<file path="src/rtl/chip8_pkg.sv">
`default_nettype none
// ============================================================================
// Module : chip8_pkg
// Brief  : Shared constants and types for the CHIP-8 memory subsystem.
// Rev    : 1.0  initial release
// ============================================================================
package chip8_pkg;

    localparam logic [1:0] MEM_TYPE_REG = 2'd0;
    localparam logic [1:0] MEM_TYPE_RAM = 2'd1;
    localparam logic [1:0] MEM_TYPE_FB  = 2'd2;

    localparam int REQ_PROC   = 0;
    localparam int REQ_SPRITE = 1;
    localparam int REQ_LOADER = 2;

    localparam logic [11:0] REG_I_HI  = 12'd16;
    localparam logic [11:0] REG_I_LO  = 12'd17;
    localparam logic [11:0] REG_PC_HI = 12'd18;
    localparam logic [11:0] REG_PC_LO = 12'd19;

    typedef struct packed {
        logic        we;
        logic [11:0] addr;
        logic [7:0]  data;
        logic [1:0]  mtype;
    } mem_req_t;

endpackage
`default_nettype wire

</file>
<file path="src/rtl/chip8_rr_picker.sv">
`default_nettype none
// ============================================================================
// Module : chip8_rr_picker
// Brief  : Combinational round-robin picker: first wanter at or after i_ptr.
// Rev    : 1.0  initial release
// ============================================================================
module chip8_rr_picker #(
    parameter int NUM_REQ = 3,
    parameter int ID_W    = 2
) (
    input  logic [NUM_REQ-1:0] i_want,
    input  logic [ID_W-1:0]    i_ptr,
    output logic [NUM_REQ-1:0] o_grant,
    output logic [ID_W-1:0]    o_grant_id,
    output logic               o_any
);

    logic [ID_W:0]   w_sum;
    logic [ID_W-1:0] w_idx;

    // Scan offsets from farthest to nearest so the nearest wanter is the last writer.
    always_comb begin
        o_grant    = '0;
        o_grant_id = '0;
        o_any      = 1'b0;
        w_sum      = '0;
        w_idx      = '0;
        for (int k = NUM_REQ - 1; k >= 0; k--) begin
            w_sum = {1'b0, i_ptr} + (ID_W+1)'(k);
            if (w_sum >= (ID_W+1)'(NUM_REQ)) begin
                w_sum = w_sum - (ID_W+1)'(NUM_REQ);
            end
            w_idx = w_sum[ID_W-1:0];
            if (i_want[w_idx]) begin
                o_grant        = '0;
                o_grant[w_idx] = 1'b1;
                o_grant_id     = w_idx;
                o_any          = 1'b1;
            end
        end
    end

endmodule
`default_nettype wire

</file>
<file path="src/rtl/chip8_mem_arbiter.sv">
`default_nettype none
// ============================================================================
// Module : chip8_mem_arbiter
// Brief  : Round-robin sharing of the fixed-latency memory backend, one slot
//          per cycle, with read data routed back to the issuing requester.
// Rev    : 1.0  initial release
// ============================================================================
module chip8_mem_arbiter
    import chip8_pkg::*;
#(
    parameter int NUM_REQ      = 3,
    parameter int READ_LATENCY = 2
) (
    input  logic                  clk_in,
    input  logic                  rst_in,
    input  logic [NUM_REQ-1:0]    want_in,
    input  logic [NUM_REQ-1:0]    valid_in,
    input  logic [NUM_REQ-1:0]    we_in,
    input  logic [NUM_REQ*12-1:0] addr_in,
    input  logic [NUM_REQ*8-1:0]  data_in,
    input  logic [NUM_REQ*2-1:0]  type_in,
    output logic [NUM_REQ-1:0]    ready_out,
    output logic [NUM_REQ-1:0]    rsp_valid_out,
    output logic [7:0]            rsp_data_out,
    output logic                  mem_valid_out,
    output logic                  mem_we_out,
    output logic [11:0]           mem_addr_out,
    output logic [7:0]            mem_data_out,
    output logic [1:0]            mem_type_out,
    input  logic [7:0]            mem_rdata_in,
    output logic                  error_out
);

    localparam int c_id_w = (NUM_REQ > 1) ? $clog2(NUM_REQ) : 1;

    logic [NUM_REQ-1:0] w_grant;
    logic [c_id_w-1:0]  w_grant_id;
    logic               w_any;
    logic [c_id_w-1:0]  r_ptr;
    logic [NUM_REQ-1:0] r_owner;
    mem_req_t           w_sel;
    logic               w_accept;
    logic               w_foreign;
    logic [NUM_REQ-1:0] r_pipe [READ_LATENCY];

    chip8_rr_picker #(
        .NUM_REQ (NUM_REQ),
        .ID_W    (c_id_w)
    ) u_picker (
        .i_want     (want_in),
        .i_ptr      (r_ptr),
        .o_grant    (w_grant),
        .o_grant_id (w_grant_id),
        .o_any      (w_any)
    );

    // r_owner is last cycle's grant, i.e. who owns the slot happening now.
    always_ff @(posedge clk_in or posedge rst_in) begin
        if (rst_in) begin
            ready_out <= '0;
            r_owner   <= '0;
            r_ptr     <= '0;
        end else begin
            ready_out <= w_grant;
            r_owner   <= ready_out;
            if (w_any) begin
                r_ptr <= (w_grant_id == c_id_w'(NUM_REQ - 1)) ? '0 : w_grant_id + c_id_w'(1);
            end
        end
    end

    always_comb begin
        w_sel = '0;
        for (int i = 0; i < NUM_REQ; i++) begin
            if (r_owner[i]) begin
                w_sel.we    = we_in[i];
                w_sel.addr  = addr_in[i*12 +: 12];
                w_sel.data  = data_in[i*8 +: 8];
                w_sel.mtype = type_in[i*2 +: 2];
            end
        end
    end

    assign w_accept  = |(valid_in & r_owner);
    assign w_foreign = |(valid_in & ~r_owner);

    always_ff @(posedge clk_in or posedge rst_in) begin
        if (rst_in) begin
            mem_valid_out <= 1'b0;
            mem_we_out    <= 1'b0;
            mem_addr_out  <= '0;
            mem_data_out  <= '0;
            mem_type_out  <= '0;
            error_out     <= 1'b0;
        end else begin
            mem_valid_out <= w_accept;
            mem_we_out    <= w_accept & w_sel.we;
            if (w_accept) begin
                mem_addr_out <= w_sel.addr;
                mem_data_out <= w_sel.data;
                mem_type_out <= w_sel.mtype;
            end
            if (w_foreign) begin
                error_out <= 1'b1;
            end
        end
    end

    // One-hot owner of each outstanding read travels alongside the backend latency.
    always_ff @(posedge clk_in or posedge rst_in) begin
        if (rst_in) begin
            for (int k = 0; k < READ_LATENCY; k++) begin
                r_pipe[k] <= '0;
            end
            rsp_valid_out <= '0;
            rsp_data_out  <= '0;
        end else begin
            r_pipe[0] <= (w_accept && !w_sel.we) ? r_owner : '0;
            for (int k = 1; k < READ_LATENCY; k++) begin
                r_pipe[k] <= r_pipe[k-1];
            end
            rsp_valid_out <= r_pipe[READ_LATENCY-1];
            if (|r_pipe[READ_LATENCY-1]) begin
                rsp_data_out <= mem_rdata_in;
            end
        end
    end

endmodule
`default_nettype wire

</file>
<file path="config.mk">
export PLATFORM = sky130hd
export DESIGN_NAME = chip8_mem_arbiter
export DESIGN_NICKNAME = d
export VERILOG_FILES = /design/src/rtl/chip8_pkg.sv /design/src/rtl/chip8_rr_picker.sv /design/src/rtl/chip8_mem_arbiter.sv
export SDC_FILE = /design/constraint.sdc
export NUM_CORES = 1
export LEC_CHECK = 0
export ABC_CLOCK_PERIOD_IN_PS = 1900
export CORE_ASPECT_RATIO = 1.25
export CORE_MARGIN = 2
export CORE_UTILIZATION = 42
export CTS_BUF_LIST = sky130_fd_sc_hd__clkbuf_8
export CTS_CLUSTER_SIZE = 12
export DETAILED_ROUTE_END_ITERATION = 10
export PLACE_DENSITY_LB_ADDON = 0.12
export RECOVER_POWER = 25
export SYNTH_ARGS = -nofsm -noshare
export SYNTH_HDL_FRONTEND = slang
export SYNTH_SLANG_ARGS = --single-unit
</file>
<file path="constraint.sdc">
create_clock -name clk_in -period 1.9 [get_ports clk_in]
set_input_delay 0.57 -clock clk_in [delete_from_list [all_inputs] [get_ports clk_in]]
set_output_delay 0.57 -clock clk_in [all_outputs]
set_load 0.02 [all_outputs]
</file>
* Word level (Yosys, flattened, before mapping) *
Cells that the tools add are included.
W data, S select, Z words.

word-level totals
  output and inout port bits = 39
  bits in registers = 50

operators by class
  magnitude comparators = 9
  bitwise gates (word level) = 4
  muxes and demuxes = 29
  $add $sub $neg = 6
  equal/unequal tests = 1
  reduce and logical (&&, ||, !) cells = 8

operator list
  operator               count
  $mux W23               3
  $mux W2                7
  $mux W3                4
  $lt A2 B3 Y1 const B   3
  $mux W1                9
  $reduce_or A3 Y1       3
  $and A3 B3 Y3          2
  $bmux W1 S2            3
  $demux W1 S2           3
  $ge A2 B1 Y1 const B   3
  $ge A3 B2 Y1 const B   2
  $sub A2 B2 Y2 const B  3
  $logic_and A1 B1 Y1    4
  $add A2 B1 Y3 const B  1
  $add A2 B2 Y3 const B  1
  $not A3 Y3             1
  $add A2 B1 Y2 const B  1
  $eq A2 B2 Y1 const B   1
  $ge A2 B2 Y1 const B   1
  $and A1 B1 Y1          1
  $logic_not A1 Y1       1

* Depth between registers and ports, before layout *
Gate-level depths: netlist (run 1).

  depth in word-level cells = 10
  gate-level depth with buffers = 7

* Modules after synthesis *
From an unflattened synthesis (run 1), not the netlist that was laid out.

second synthesis, totals
  cells, all modules = 247
  area, all modules = 2570.0 um2

by module, submodules not included
  module             area an instance (um2)  instances  cells an instance
  chip8_mem_arbiter  2282.2                  1          208
  chip8_rr_picker    287.8                   1          39

* Worst setup path after synthesis (run 1) *
Ideal clock, no wire load.

  kind = register to register
  start point = reg r_ptr[1]
  end point = reg r_ptr[0]
  cell stages (with the launch flop) = 7
  setup time = 0.121 ns
  arrival time = 1.536 ns
  data required time = 1.779 ns
  clock period less this slack = 1.657 ns
  slack = 0.243 ns
  path through = dfrtp_1 > inv_1 > ha_1 > mux2_2 > o311ai_1 > nand2b_1 > a22o_1

on the way
  word-level cells in the longest chain between the ends = 10
  elaborated cells between the ends (all ways) = 26

RTL lines
  element                                        line                                          source
  start, declared                                chip8_mem_arbiter.sv:39                       logic [c_id_w-1:0] r_ptr;
  start signal, assigned                         chip8_mem_arbiter.sv:67                       r_ptr <= (w_grant_id == c_id_w'(NUM_REQ - 1)) ? '0 : w_grant_id + c_id_w'(1);
  $add A2 B2 Y3                                  chip8_rr_picker.sv:29                         w_sum = {1'b0, i_ptr} + (ID_W+1)'(k);
  $ge A3 B2 Y1 or $sub A2 B2 Y2 (tied branches)  chip8_rr_picker.sv:30, chip8_rr_picker.sv:31
  $mux W2                                        chip8_rr_picker.sv:30                         if (w_sum >= (ID_W+1)'(NUM_REQ)) begin
  $bmux W1 S2                                    chip8_rr_picker.sv:34                         if (i_want[w_idx]) begin
  $mux W1 (implied by the code)                  chip8_rr_picker.sv:34
  $mux W2 (3 in a row)                           chip8_rr_picker.sv:34
  $add A2 B1 Y2 or $eq A2 B2 Y1 (tied branches)  chip8_mem_arbiter.sv:67
  $mux W2                                        chip8_mem_arbiter.sv:67

Parallel ways exist; a longest one is shown, timed or not. The select of a mux whose other input is x is not followed.
A chain may end at the register's enable or synchronous reset.

* Worst setup path after layout (run 1) *
  start point = reg mem_addr_out[6]
  end point = out mem_addr_out[6]

RTL lines
  element                 line                     source
  start, declared         chip8_mem_arbiter.sv:27  output logic [11:0] mem_addr_out,
  start signal, assigned  chip8_mem_arbiter.sv:99  mem_addr_out <= w_sel.addr;

No word-level cell between the ends.

==> results of run 1 <==
cell type report:
class | count | area, um2
Fill cell | 472 | 1690
Timing Repair Buffer | 146 | 1460
Sequential cell | 50 | 1250
Multi-Input combinational cell | 156 | 1140
Tap cell | 66 | 82.6
Clock buffer | 5 | 68.8
Inverter | 7 | 26.3
Clock inverter | 3 | 25.0
through the flow:
| step | hold slack [ns] | cells | power [mW] | TNS (ns) | cell area (um2) |
|---|---|---|---|---|---|
| floorplan | 0.331 | 233 | 3.59 | 0 | 2490 |
| global placement | 0.332 | 424 | 4.96 | -2.65 | 3900 |
| detailed placement | 0.336 | 424 | 5.04 | -4.78 | 3900 |
| CTS | 0.354 | 432 | 5.70 | 0 | 4000 |
| global route | 0.380 | 433 | 6.10 | -0.00481 | 4050 |
| finish | 0.347 | 433 | 5.69 | 0 | 4050 |
path summary, 6_finish.rpt:
kind,end,slack (ns)
worst min register to register,r_pipe[0]$_DFF_PP0_,0.35
worst min-delay path,r_pipe[0]$_DFF_PP0_,0.35
worst max register to register,ready_out[0]$_DFF_PP0_,0.11
worst max-delay path,mem_addr_out[6],0.04
min in group asynchronous,mem_type_out[0]$_DFFE_PP0P_,0.88
max in group asynchronous,mem_valid_out$_DFF_PP0_,0.57
where the power goes:
group          switching (mW)  internal [mW]
clock network           0.372          0.266
logic                    1.65           1.71
registers               0.221           1.48
cell families (layout without fill, tap and decap cells):
group / count (synthesis) / count (layout) / share of synthesized area [%]
adders and majority gates: 4 / 4 / 2.01
AOI/OAI and AO/OA: 66 / 66 / 20.8
and+or+nand+nor: 75 / 75 / 16.9
buffers and inverters: 27 / 161 / 5.13
muxes: 11 / 11 / 4.88
DFF: 50 / 50 / 50.3
cell usage after synthesis, types with 2 or more instances:
library cell,count
nand4bb_1,2
nand2_1,29
ha_1,4
dfrtp_1,50
a21oi_1,5
nand2b_1,4
inv_1,7
nand3b_1,3
clkbuf_1,7
o21ai_0,3
o31ai_1,22
nor2_1,2
nor4bb_1,2
buf_2,9
mux2_2,9
nor2b_1,23
a221oi_1,23
mux2i_1,2
buf_4,4
and2_1,3
what timing repair did:
| item | in CTS | in global routing |
|---|---|---|
| resized for setup | 2 | 12 |
| cloned | 0 | 0 |
| buffers inserted | 0 | 1 |
| hold buffers | 0 | 0 |
| pin swaps | 0 | 0 |
| endpoints found under the setup margin | 26 | 11 |
metal layers:
metal / share of wire (%) / track usage (%) / wire length (um) / up-vias
met5: 0 / 0 / 0 / -
met4: 2.7 / 7.72 / 176 / 0
met3: 5.7 / 4.71 / 376 / 14
met2: 52 / 36.1 / 3470 / 80
met1: 39 / 25.3 / 2610 / 1120
li1: - / - / - / 1126
flip-flops by register name (all words and copies together), names as in the netlist:
name / cells
rsp_valid_out: 3
mem_addr_out: 12
mem_data_out: 8
rsp_data_out: 8
mem_valid_out: 1
r_owner: 3
error_out: 1
mem_type_out: 2
mem_we_out: 1
r_ptr: 2
ready_out: 3
r_pipe: 6
==> results.sh, run 1 <==
export IMPL_status="complete, no violations"
export IMPL_worst_path_stages=1
export IMPL_antenna_found_initial=0
export IMPL_cts_buffer_depth=2
export IMPL_crit_buf_inv=1
export IMPL_maxCapViolations=0
export IMPL_num_rows=31
export IMPL_synth_cells=233
export IMPL_detail_route_antenna_nets=0
export IMPL_clk_pin_slew_worst_paths_ns=0.10
export IMPL_cts_buffers=5
export IMPL_synthFlopType="dfrtp_1"
export IMPL_yosysTopAreaCell="dfrtp_1"
export IMPL_synth_edf_count=0
export IMPL_yosysWarnings=0
export IMPL_powerDensity_mw_per_mm2=1410
export IMPL_ys_ff_latch=50
export IMPL_peakVddDrop_v=0.000610
export IMPL_drc=0
export IMPL_setup_slack_ns=0.0370
export IMPL_rr_worst_depth=6
export IMPL_drt_wirelength_per_cell_um=15.3
export IMPL_criticalPathCategory="reg -> out"
export IMPL_syn_cell_area_mm2=0.00249
export IMPL_most_common_layout_cells="clkdlybuf4s50_1, dfrtp_1, nand2_1"
export IMPL_end_kind="output port"
export IMPL_max_stage_delay_ns=0.61
export IMPL_num_vias=2340
export IMPL_gp_congestion=0.896
export IMPL_die_area_mm2=0.00656
export IMPL_numClockSinks=50
export IMPL_synth_distinct_cells=40
export IMPL_startpoint_type="flip-flop"
export IMPL_drtIter0Drc=112
export IMPL_n_antenna_cell=0
export IMPL_post_place_ws_ns=-0.287
export IMPL_leakagePower_nw=1.76
export IMPL_timing_final_crit_period_ns=1.86
export IMPL_worstHoldPathCells=0
export IMPL_cts_tree="yes"
export IMPL_cp_arrival_ns=1.29
export IMPL_startpoint="mem_addr_out[6]$_DFFE_PP0P_"
export IMPL_slowest_stage="clkdlybuf4s50_1"
export IMPL_viasPerCell=5.40
export IMPL_grt_pass1_vias=2283
export IMPL_worstPathMaxFanout=2
export IMPL_min_from="r_pipe[3]$_DFF_PP0_"
export IMPL_utilization_pct=70.5
export IMPL_fin_crit_sh_pct=98.1
export IMPL_r2r_start="r_ptr[1]$_DFFE_PP0P_"
export IMPL_fmax_mhz=537
export IMPL_tightestPinTransition_ns=0.698
export IMPL_mostFrequentLayoutCell="clkdlybuf4s50_1"
export IMPL_skew_ns=0.00860
export IMPL_clock_latency_ns=0.30
export IMPL_setup_viol=0
export IMPL_slew_viol_final=0
export IMPL_hold_path_class="reg -> reg"
export IMPL_initial_utilization_pct=43.3
export IMPL_synthTopCellsByArea="dfrtp_1, a221oi_1, o31ai_1, nor2b_1, nand2_1"
export IMPL_dp_hpwl_um=5080
export IMPL_ios=124
export IMPL_htreeDepth=2
export IMPL_crit_family="buffers and inverters"
export IMPL_port_buffers=123
export IMPL_synthesis_nets=322
export IMPL_grtUsageTotal_pct=21.1
export IMPL_avgSynthCellArea_um2=10.7
export IMPL_coreArea_mm2=0.00574
export IMPL_worstPathCellList="clkdlybuf4s50_1"
export IMPL_die_h_um=90.0
export IMPL_area_delta_synth_final_pct=62.8
export IMPL_slew_headroom_pct=53.3
export IMPL_clock_root_buffer="clkbuf_8"
export IMPL_ys_seq_area_share_pct=50.3
export IMPL_cp_required_ns=1.33
export IMPL_hold_viol=0
export IMPL_grt_ovfl_total=0
export IMPL_dieWidth_um=72.8
export IMPL_postRouteWirelength_um=6630
export IMPL_grt_pass1_wl_um=10900
export IMPL_post_synth_top_area_fraction_pct=50.3
export IMPL_synthArstFlopShare_pct=100
export IMPL_nets=455
export IMPL_first_pass_iters=4
export IMPL_post_route_cells_drive_above_1_share_pct=12.5
export IMPL_grt_max_degree=38
Note: power is estimated with default switching activity, not from simulation.
==> inputs of run 2 (changes only) <==
TNS_END_PERCENT = 50   (was unset)
==> results of run 2 <==
Same layout as run 1: the final DEF is identical, and so are final timing and power.
